==> src/rtl/datapath_bus.sv <==
// Multicycle RV32 datapath with an external valid/ready memory bus and a built-in access sequencer.
// Define DATAPATH_SUBWORD_EN (WORD_SIZE = 32 only) for funct3-qualified byte/half data accesses.
module datapath_bus #(
  parameter int unsigned          WORD_SIZE = 32,
  parameter logic [WORD_SIZE-1:0] RESET_PC  = '0
) (
  input  logic                   clk,
  input  logic                   rst,
  input  logic                   adr_src,
  input  logic                   pc_write,
  input  logic                   ir_write,
  input  logic                   reg_write,
  input  logic                   mem_req,
  input  logic                   mem_we,
  input  logic [2:0]             imm_sel,
  input  logic [1:0]             alu_src_a,
  input  logic [1:0]             alu_src_b,
  input  logic [3:0]             alu_ctrl,
  input  logic [1:0]             out_sel,
  input  logic                   output_en,
  output logic [6:0]             opcode,
  output logic [2:0]             funct3,
  output logic [6:0]             funct7,
  output logic                   zero_flag,
  output logic                   mem_busy,
  output logic                   mem_done,
  output logic                   mem_err,
  output logic [WORD_SIZE-1:0]   data_out,
  output logic                   bus_valid,
  output logic                   bus_we,
  output logic [WORD_SIZE-1:0]   bus_addr,
  output logic [WORD_SIZE-1:0]   bus_wdata,
  output logic [WORD_SIZE/8-1:0] bus_wstrb,
  input  logic                   bus_ready,
  input  logic [WORD_SIZE-1:0]   bus_rdata,
  input  logic                   bus_err
);

  localparam int unsigned StrbW = WORD_SIZE / 8;
  localparam int unsigned ShW   = $clog2(WORD_SIZE);

  typedef enum logic [1:0] {StIdle, StReq, StDone} seq_state_e;

  seq_state_e           state_q, state_d;
  logic [WORD_SIZE-1:0] pc_q, oldpc_q, ir_q, a_q, b_q, alu_q;
  logic [WORD_SIZE-1:0] mdr_q, mdr_d;
  logic [WORD_SIZE-1:0] bus_addr_q, bus_addr_d, bus_wdata_q, bus_wdata_d;
  logic [StrbW-1:0]     bus_wstrb_q, bus_wstrb_d;
  logic                 bus_we_q, bus_we_d, err_q, err_d;
  logic [WORD_SIZE-1:0] rf_q [32];

  logic [4:0]           rs1, rs2, rd;
  logic [31:0]          imm32;
  logic [WORD_SIZE-1:0] imm_ext, src_a, src_b, alu_res, out_bus, adr_mux, load_val;
  logic [ShW-1:0]       shamt;

`ifdef DATAPATH_SUBWORD_EN
  logic       sub_q, sub_d;
  logic [2:0] f3_q, f3_d;
  logic       misal;
  logic [7:0] lane_b;
  logic [15:0] lane_h;
`endif

  assign rs1    = ir_q[19:15];
  assign rs2    = ir_q[24:20];
  assign rd     = ir_q[11:7];
  assign opcode = ir_q[6:0];
  assign funct3 = ir_q[14:12];
  assign funct7 = ir_q[31:25];

  always_comb begin
    imm32 = '0;
    case (imm_sel)
      3'd0:    imm32 = {{20{ir_q[31]}}, ir_q[31:20]};
      3'd1:    imm32 = {{20{ir_q[31]}}, ir_q[31:25], ir_q[11:7]};
      3'd2:    imm32 = {{19{ir_q[31]}}, ir_q[31], ir_q[7], ir_q[30:25], ir_q[11:8], 1'b0};
      3'd3:    imm32 = {{11{ir_q[31]}}, ir_q[31], ir_q[19:12], ir_q[20], ir_q[30:21], 1'b0};
      3'd4:    imm32 = {ir_q[31:12], 12'b0};
      default: imm32 = '0;
    endcase
  end
  assign imm_ext = WORD_SIZE'($signed(imm32));

  always_comb begin
    src_a = '0;
    case (alu_src_a)
      2'd0:    src_a = oldpc_q;
      2'd1:    src_a = pc_q;
      2'd2:    src_a = a_q;
      default: src_a = '0;
    endcase
    src_b = '0;
    case (alu_src_b)
      2'd0:    src_b = b_q;
      2'd1:    src_b = imm_ext;
      2'd2:    src_b = WORD_SIZE'(4);
      default: src_b = '0;
    endcase
  end

  assign shamt = src_b[ShW-1:0];

  always_comb begin
    alu_res = '0;
    case (alu_ctrl)
      4'd0:    alu_res = src_a + src_b;
      4'd1:    alu_res = src_a - src_b;
      4'd2:    alu_res = src_a & src_b;
      4'd3:    alu_res = src_a | src_b;
      4'd4:    alu_res = src_a ^ src_b;
      4'd5:    alu_res = WORD_SIZE'($signed(src_a) < $signed(src_b));
      4'd6:    alu_res = WORD_SIZE'(src_a < src_b);
      4'd7:    alu_res = src_a << shamt;
      4'd8:    alu_res = src_a >> shamt;
      4'd9:    alu_res = WORD_SIZE'($signed(src_a) >>> shamt);
      4'd10:   alu_res = src_b;
      default: alu_res = '0;
    endcase
  end

  assign zero_flag = (alu_res == '0);

  always_comb begin
    out_bus = '0;
    case (out_sel)
      2'd0:    out_bus = alu_q;
      2'd1:    out_bus = alu_res;
      2'd2:    out_bus = mdr_q;
      default: out_bus = '0;
    endcase
  end

  // Gated by reset too so the output reads zero while the block is held in reset.
  assign data_out = (output_en && rst) ? out_bus : '0;
  assign adr_mux  = adr_src ? out_bus : pc_q;

  always_ff @(posedge clk or negedge rst) begin
    if (!rst) begin
      pc_q    <= RESET_PC;
      ir_q    <= '0;
      oldpc_q <= '0;
      a_q     <= '0;
      b_q     <= '0;
      alu_q   <= '0;
      for (int i = 0; i < 32; i++) rf_q[i] <= '0;
    end else begin
      if (pc_write) pc_q <= out_bus;
      if (ir_write) begin
        ir_q    <= mdr_q;
        oldpc_q <= pc_q;
      end
      a_q   <= rf_q[rs1];
      b_q   <= rf_q[rs2];
      alu_q <= alu_res;
      if (reg_write && (rd != 5'd0)) rf_q[rd] <= out_bus;
    end
  end

  always_comb begin
    load_val = bus_rdata;
`ifdef DATAPATH_SUBWORD_EN
    lane_b = bus_rdata[7:0];
    case (bus_addr_q[1:0])
      2'd1:    lane_b = bus_rdata[15:8];
      2'd2:    lane_b = bus_rdata[23:16];
      2'd3:    lane_b = bus_rdata[31:24];
      default: lane_b = bus_rdata[7:0];
    endcase
    lane_h = bus_addr_q[1] ? bus_rdata[31:16] : bus_rdata[15:0];
    if (sub_q) begin
      case (f3_q)
        3'b000:  load_val = WORD_SIZE'({{24{lane_b[7]}}, lane_b});
        3'b100:  load_val = WORD_SIZE'({24'b0, lane_b});
        3'b001:  load_val = WORD_SIZE'({{16{lane_h[15]}}, lane_h});
        3'b101:  load_val = WORD_SIZE'({16'b0, lane_h});
        default: load_val = bus_rdata;
      endcase
    end
`endif
  end

  always_comb begin
    state_d     = state_q;
    bus_addr_d  = bus_addr_q;
    bus_wdata_d = bus_wdata_q;
    bus_wstrb_d = bus_wstrb_q;
    bus_we_d    = bus_we_q;
    err_d       = err_q;
    mdr_d       = mdr_q;
`ifdef DATAPATH_SUBWORD_EN
    sub_d = sub_q;
    f3_d  = f3_q;
    misal = 1'b0;
`endif
    unique case (state_q)
      StIdle: begin
        if (mem_req) begin
          bus_addr_d  = adr_mux;
          bus_wdata_d = b_q;
          bus_we_d    = mem_we;
          bus_wstrb_d = '1;
          err_d       = 1'b0;
          state_d     = StReq;
`ifdef DATAPATH_SUBWORD_EN
          sub_d = adr_src;
          f3_d  = ir_q[14:12];
          if (adr_src) begin
            case (ir_q[13:12])
              2'b00: begin
                bus_wdata_d = WORD_SIZE'({4{b_q[7:0]}});
                bus_wstrb_d = StrbW'(4'b0001 << adr_mux[1:0]);
              end
              2'b01: begin
                bus_wdata_d = WORD_SIZE'({2{b_q[15:0]}});
                bus_wstrb_d = adr_mux[1] ? StrbW'(4'b1100) : StrbW'(4'b0011);
                misal       = adr_mux[0];
              end
              default: misal = |adr_mux[1:0];
            endcase
            // Misaligned accesses never reach the bus; they report the error directly.
            if (misal) begin
              err_d       = 1'b1;
              bus_wstrb_d = '0;
              state_d     = StDone;
            end
          end
`endif
        end
      end
      StReq: begin
        if (bus_ready) begin
          err_d = bus_err;
          if (!bus_we_q && !bus_err) mdr_d = load_val;
          state_d = StDone;
        end
      end
      StDone: begin
        bus_we_d    = 1'b0;
        bus_wstrb_d = '0;
        state_d     = StIdle;
      end
      default: state_d = StIdle;
    endcase
  end

  always_ff @(posedge clk or negedge rst) begin
    if (!rst) begin
      state_q     <= StIdle;
      bus_addr_q  <= '0;
      bus_wdata_q <= '0;
      bus_wstrb_q <= '0;
      bus_we_q    <= 1'b0;
      err_q       <= 1'b0;
      mdr_q       <= '0;
`ifdef DATAPATH_SUBWORD_EN
      sub_q <= 1'b0;
      f3_q  <= '0;
`endif
    end else begin
      state_q     <= state_d;
      bus_addr_q  <= bus_addr_d;
      bus_wdata_q <= bus_wdata_d;
      bus_wstrb_q <= bus_wstrb_d;
      bus_we_q    <= bus_we_d;
      err_q       <= err_d;
      mdr_q       <= mdr_d;
`ifdef DATAPATH_SUBWORD_EN
      sub_q <= sub_d;
      f3_q  <= f3_d;
`endif
    end
  end

  assign bus_valid = (state_q == StReq);
  assign mem_busy  = (state_q != StIdle);
  assign mem_done  = (state_q == StDone);
  assign mem_err   = mem_done & err_q;
  assign bus_we    = bus_we_q;
  assign bus_addr  = bus_addr_q;
  assign bus_wdata = bus_wdata_q;
  assign bus_wstrb = bus_wstrb_q;

endmodule

==> config.mk <==
export PLATFORM = sky130hd
export DESIGN_NAME = datapath_bus
export DESIGN_NICKNAME = d
export VERILOG_FILES = /design/src/rtl/datapath_bus.sv
export SDC_FILE = /design/constraint.sdc
export NUM_CORES = 2
export LEC_CHECK = 0
export CAP_MARGIN = 20
export CORE_UTILIZATION = 68
export DETAILED_ROUTE_END_ITERATION = 10
export HOLD_SLACK_MARGIN = 0.03
export MAX_ROUTING_LAYER = met4
export PLACE_DENSITY = 0.9
export SLEW_MARGIN = 0
export SYNTH_ARGS = -nofsm -noshare
export SYNTH_HDL_FRONTEND = slang
export SYNTH_SLANG_ARGS = --single-unit
==> constraint.sdc <==
create_clock -name clk -period 9.23 [get_ports clk]
set_input_delay 0.923 -clock clk [delete_from_list [all_inputs] [get_ports clk]]
set_output_delay 0.923 -clock clk [all_outputs]
set_load 0.005 [all_outputs]
==> impl_metrics.json, run 1 <==
{
  "status": "stopped before the end",
  "last-stage-reached": "5_1_grt",
  "error": "[ERROR GRT-0232] Routing congestion too high. Check the congestion heatmap in the GUI.",
  "synth_top_flop_cell": "sky130_fd_sc_hd__dfrtp_1",
  "syn-mean-instance-area_um2": 10.7,
  "netlist_instances": 6833,
  "io-pin-count": 179,
  "yosys.cell_types.count": 96,
  "cts-root-buf": "sky130_fd_sc_hd__clkbuf_16",
  "grt_start_max_net_pins": 175,
  "post_synth_edffs": 0,
  "die_h_um": 330,
  "async_reset_ff_share_pct": 100,
  "postCtsSetupBuffers": 0,
  "initial_antenna_violation_count": 52,
  "htree_num_levels": 4,
  "io_buffers": 178,
  "cts_hold_repair.buffers": 0,
  "numClockSinks": 1317,
  "synth.ff_latch_count": 1317,
  "mappedNetlistArea_um2": 73100,
  "fp.dieW_um": 330,
  "worst_case_clock_buffer_depth": 3,
  "place_hpwl_um": 179000,
  "grt.total_usage_pct": 81.9,
  "gr-total-overflow": 463,
  "initial_utilization_pct": 69.0,
  "num_rows": 119,
  "syn_nets": 6992,
  "ys_seq_area_share_pct": 45.1,
  "yosysWarningCount": 0,
  "cts_inserted_buffers": 135,
  "gpl.final_weighted_congestion": 1.11,
  "cts-resized-gates": 0
}
## cell usage after synthesis (21+ instances only)
cell type                  instances  area, µm²
sky130_fd_sc_hd__mux4_2          640      14400
sky130_fd_sc_hd__inv_1           103        387
sky130_fd_sc_hd__o211ai_1         53        398
sky130_fd_sc_hd__nor2_1          797       2990
sky130_fd_sc_hd__buf_4            23        173
sky130_fd_sc_hd__mux2i_1         166       1660
sky130_fd_sc_hd__clkbuf_1        545       2050
sky130_fd_sc_hd__dfrtp_1        1317      33000
sky130_fd_sc_hd__nand2_1         853       3200
sky130_fd_sc_hd__mux2_2          141       1590
sky130_fd_sc_hd__ha_1            101       1260
sky130_fd_sc_hd__buf_1            76        285
sky130_fd_sc_hd__o22ai_1          21        131
sky130_fd_sc_hd__o21ai_0         635       3180
sky130_fd_sc_hd__a21oi_1         727       3640
sky130_fd_sc_hd__a221oi_1         22        193
sky130_fd_sc_hd__o221ai_1         26        228
sky130_fd_sc_hd__a22oi_1          22        165
sky130_fd_sc_hd__buf_2            32        160
sky130_fd_sc_hd__nor3_1           55        275
sky130_fd_sc_hd__nand3_1          41        205
sky130_fd_sc_hd__a21o_1           24        180
sky130_fd_sc_hd__a211oi_1         37        278
## per-stage QoR
step                area (µm²)  hold slack (ns)  instances  worst slack [ns]  utilization, %
CTS                      80500            0.122       8168             0.705            76.0
detailed placement       75800            0.384       7925             0.705            71.6
global placement         75800            0.376       7925             0.674            71.6
floorplan                73100            0.430       6833              2.51               -
## cells by family after synthesis
logic type / count (synthesis) / synth area share [%]
multiplexers: 953 / 24.3
AO/OA/AOI/OAI: 1758 / 13.7
XOR/XNOR: 22 / 0.289
flip-flops: 1317 / 45.1
adder cells (fa/ha/maj): 103 / 1.78
buffers and inverters: 795 / 4.37
AND/OR/NAND/NOR: 1885 / 10.5
## metal layers
metal	global-route usage, %	GRT overflow
met1	81.1	70
met2	92.8	172
met3	72.6	98
met4	75.4	123
met5	-	-
==> inputs of run 2 (changes only) <==
- CORE_UTILIZATION: 68 -> 40
- HOLD_SLACK_MARGIN: 0.03 -> unset
- MAX_ROUTING_LAYER: met4 -> unset
- PLACE_DENSITY: 0.9 -> unset
- PLACE_DENSITY_LB_ADDON: unset -> 0.15
==> run 2 against run 1 <==
Effect of this change:
- the flow now finishes without violations
- synthesized cell count is the same
- area after synthesis did not move
==> impl_metrics.json, run 2 <==
{
  "io-pin-count": 179,
  "rr_worst_depth": 19,
  "tritoncts": "done",
  "avgViaCountPerCell": 6.19,
  "pwr_density_cell_nw_per_um2": 352,
  "vias": 57000,
  "setup_total_negative_slack_ns": 0,
  "finalInstanceArea_um2": 82600,
  "insertion_delay_ns": 0.83,
  "grt_start_max_net_pins": 135,
  "worst_setup_ep_type": "primary output",
  "most-common-layout-cells": "sky130_fd_sc_hd__dfrtp_1 (1307), sky130_fd_sc_hd__nand2_1 (835), sky130_fd_sc_hd__nor2_1 (779)",
  "syn-mean-instance-area_um2": 10.7,
  "worstSetupEndpoint": "zero_flag",
  "total_routed_length_um": 288000,
  "rr_startpoint": "ir_q[7]$_DFFE_PN0P_",
  "max-vdd-ir-drop_v": 0.000232,
  "status": "completed",
  "drv_cap": 0,
  "area_of_the_multi_input_gates_um2": 37500,
  "io_buffers": 178,
  "num_rows": 156,
  "dr.pass1.iters": 7,
  "grt_first_pass_wirelength_um": 414000,
  "worst_slew_pin_slew_ns": 1.18,
  "yosys.cell_types.count": 96,
  "final_layout_size_suffix_gt1_share_pct": 20.2,
  "timing.fmax_mhz": 115,
  "worst_setup_startpoint": "imm_sel[0]",
  "hold_start": "rf_q[1022]$_DFFE_PN0P_",
  "worst_setup_path_start_kind": "primary input",
  "ys_seq_area_share_pct": 45.1,
  "place_hpwl_um": 186000,
  "worst_case_clock_buffer_depth": 3,
  "layout_commonest_cell": "sky130_fd_sc_hd__dfrtp_1",
  "finalNetCount": 6858,
  "netlist_instances": 6833,
  "post_synth_edffs": 0,
  "initial_utilization_pct": 40.3,
  "synth_top_cells_by_count": "sky130_fd_sc_hd__dfrtp_1 (1317), sky130_fd_sc_hd__nand2_1 (853), sky130_fd_sc_hd__nor2_1 (797)",
  "synth_top_flop_cell": "sky130_fd_sc_hd__dfrtp_1",
  "yosysMostFrequentCell": "sky130_fd_sc_hd__dfrtp_1",
  "placed_area_um2": 77300,
  "number_of_global_route_vias_before_repair": 56200,
  "rsz0062_at_grt": "false",
  "post_route_minimum_period_ns": 8.72,
  "crit_reg_reg_endpoint": "bus_addr[0]$_DFFE_PN0P_",
  "drt-initial-drc-count": 6551,
  "numClockSinks": 1317,
  "final_period_util_pct": 94.4,
  "syn_to_final_growth_pct": 13.0,
  "maxSlewHeadroom_pct": 21.4,
  "cts-resized-gates": 0,
  "maxSlewViolCount": 0,
  "postCtsSetupBuffers": 0,
  "fp.dieW_um": 429,
  "die_h_um": 429,
  "initial_antenna_violation_count": 15,
  "syn_nets": 6992,
  "finClkSkew_ns": 0.0390,
  "gpl.final_weighted_congestion": 1.04,
  "fp.dieArea_um2": 184000,
  "drt.antenna.violating_nets": 0,
  "min_path_type": "register to register",
  "filler_cell_count": 16800,
  "remaining_drc_errors": 0,
  "yosys.area.top_type": "sky130_fd_sc_hd__dfrtp_1",
  "synth.top_cell.area_share_pct": 45.1,
  "final-seq-area_um2": 33000,
  "hold_viol_final": 0,
  "setup.reg_to_reg.worst_slack_ns": 2.65,
  "grt.total_usage_pct": 31.1,
  "mappedNetlistArea_um2": 73100,
  "synth.area.top_cells": "sky130_fd_sc_hd__dfrtp_1 (45%), sky130_fd_sc_hd__mux4_2 (20%), sky130_fd_sc_hd__a21oi_1 (5.0%)",
  "max_flop_register": "rf_q",
  "wl_per_cell_um": 31.2,
  "placeableCoreArea_um2": 181000,
  "p_leak_nw": 35.2,
  "cts_inserted_buffers": 149,
  "arrival_ns": 7.79,
  "yosysWarningCount": 0,
  "largest_register_ff_count": 1024,
  "report.final.setup_viol": 0,
  "cts-root-buf": "sky130_fd_sc_hd__clkbuf_16",
  "timing_worst_setup_path_type": "primary input to primary output",
  "cts.clk_slew.worst_paths_ns": 0.06,
  "htree_num_levels": 4,
  "synth.ff_latch_count": 1317,
  "timing.critical_path.required_ns": 8.31,
  "gr-total-overflow": 0,
  "async_reset_ff_share_pct": 100,
  "path_max_fanout": 11
}
==> run 2: cell counts after synthesis <==
Identical to the previous run, type by type.
==> run 2: per-stage QoR <==
step           setup slack, ns  utilization [%]  power, mW  std cells  hold WS [ns]
2_1_floorplan             2.51                -       18.2       6833         0.430
3_3_place_gp             0.619             42.7       22.5       8913         0.376
3_5_place_dp             0.624             42.7       22.8       8913         0.383
4_1_cts                  0.613             45.5       29.1       9188         0.396
5_1_grt                  0.301             45.6       30.6       9193         0.406
6_report                 0.514             45.6       29.1       9204         0.396
==> run 2: report_power, final <==
| group | leakage (nW) | internal (mW) | total [mW] | switching (mW) |
|---|---|---|---|---|
| Sequential | 17.3 | 8.17 | 10.4 | 2.24 |
| Combinational | 15.3 | 5.87 | 12.4 | 6.55 |
| Clock | 2.55 | 3.65 | 6.26 | 2.62 |
==> run 2: cell type report <==
type                       instances  share of cell area, %
clock buffer                     229                   5.44
sequential                      1317                   39.9
clock inverter                    45                  0.827
tap                             2370                   3.59
antenna                           12                 0.0364
inverter                         110                  0.503
multi-input combinational       4721                   45.4
timing repair buffer             400                   4.27
==> run 2: cell families (layout without fill, tap and decap cells) <==
logic type	after synthesis	count (layout)	synth area share [%]
xor+xnor	22	22	0.289
other cells	0	12	0
compound gates	1758	1758	13.7
flops	1317	1317	45.1
fa+ha+maj	103	103	1.78
simple gates	1885	1885	10.5
mux	953	953	24.3
buf+inv	795	784	4.37
==> run 2: worst min path at each step <==
stage                                     end  slack [ns]  cells past startpoint
floorplan           bus_wdata[18]$_DFFE_PN0P_        0.43                      2
global placement       rf_q[1015]$_DFFE_PN0P_        0.38                      0
detailed placement     rf_q[1014]$_DFFE_PN0P_        0.38                      0
CTS                    rf_q[1015]$_DFFE_PN0P_        0.40                      0
global route           rf_q[1014]$_DFFE_PN0P_        0.41                      0
finish                 rf_q[1022]$_DFFE_PN0P_        0.40                      0
==> run 2: worst max-delay path, cell delays in order <==
cell                              delay [ns]
sky130_fd_sc_hd__clkdlybuf4s50_1        0.75
sky130_fd_sc_hd__mux2_1                 0.36
sky130_fd_sc_hd__a32o_2                 0.40
sky130_fd_sc_hd__ha_1                   0.27
sky130_fd_sc_hd__fa_1                   0.49
sky130_fd_sc_hd__o21bai_1               0.27
sky130_fd_sc_hd__o2111ai_1              0.21
sky130_fd_sc_hd__a311oi_1               0.66
sky130_fd_sc_hd__a211oi_1               0.23
sky130_fd_sc_hd__buf_4                  0.22
sky130_fd_sc_hd__o21ai_0                0.43
sky130_fd_sc_hd__o21ai_0                0.24
sky130_fd_sc_hd__o41ai_1                0.42
sky130_fd_sc_hd__o311ai_1               0.19
sky130_fd_sc_hd__nor2_1                 0.19
sky130_fd_sc_hd__nand4_1                0.18
sky130_fd_sc_hd__or4_1                  0.60
sky130_fd_sc_hd__nor2_1                 0.22
sky130_fd_sc_hd__clkdlybuf4s50_1        0.54
==> run 2: layer usage <==
| metal | share of wire, % | global-route usage (%) | vias up |
|---|---|---|---|
| li1 | - | - | 24500 |
| met1 | 41 | 41.7 | 29400 |
| met2 | 46 | 48.4 | 2487 |
| met3 | 8.5 | 7.09 | 595 |
| met4 | 4.7 | 13.6 | 8 |
| met5 | 0.020 | 0 | - |
==> run 2: what timing repair did <==
item,4_1_cts,5_1_grt
hold buffers,1,0
setup endpoints to repair,0,0
hold endpoints to repair,12,0
No activity file was read; power rests on OpenSTA's default activity.
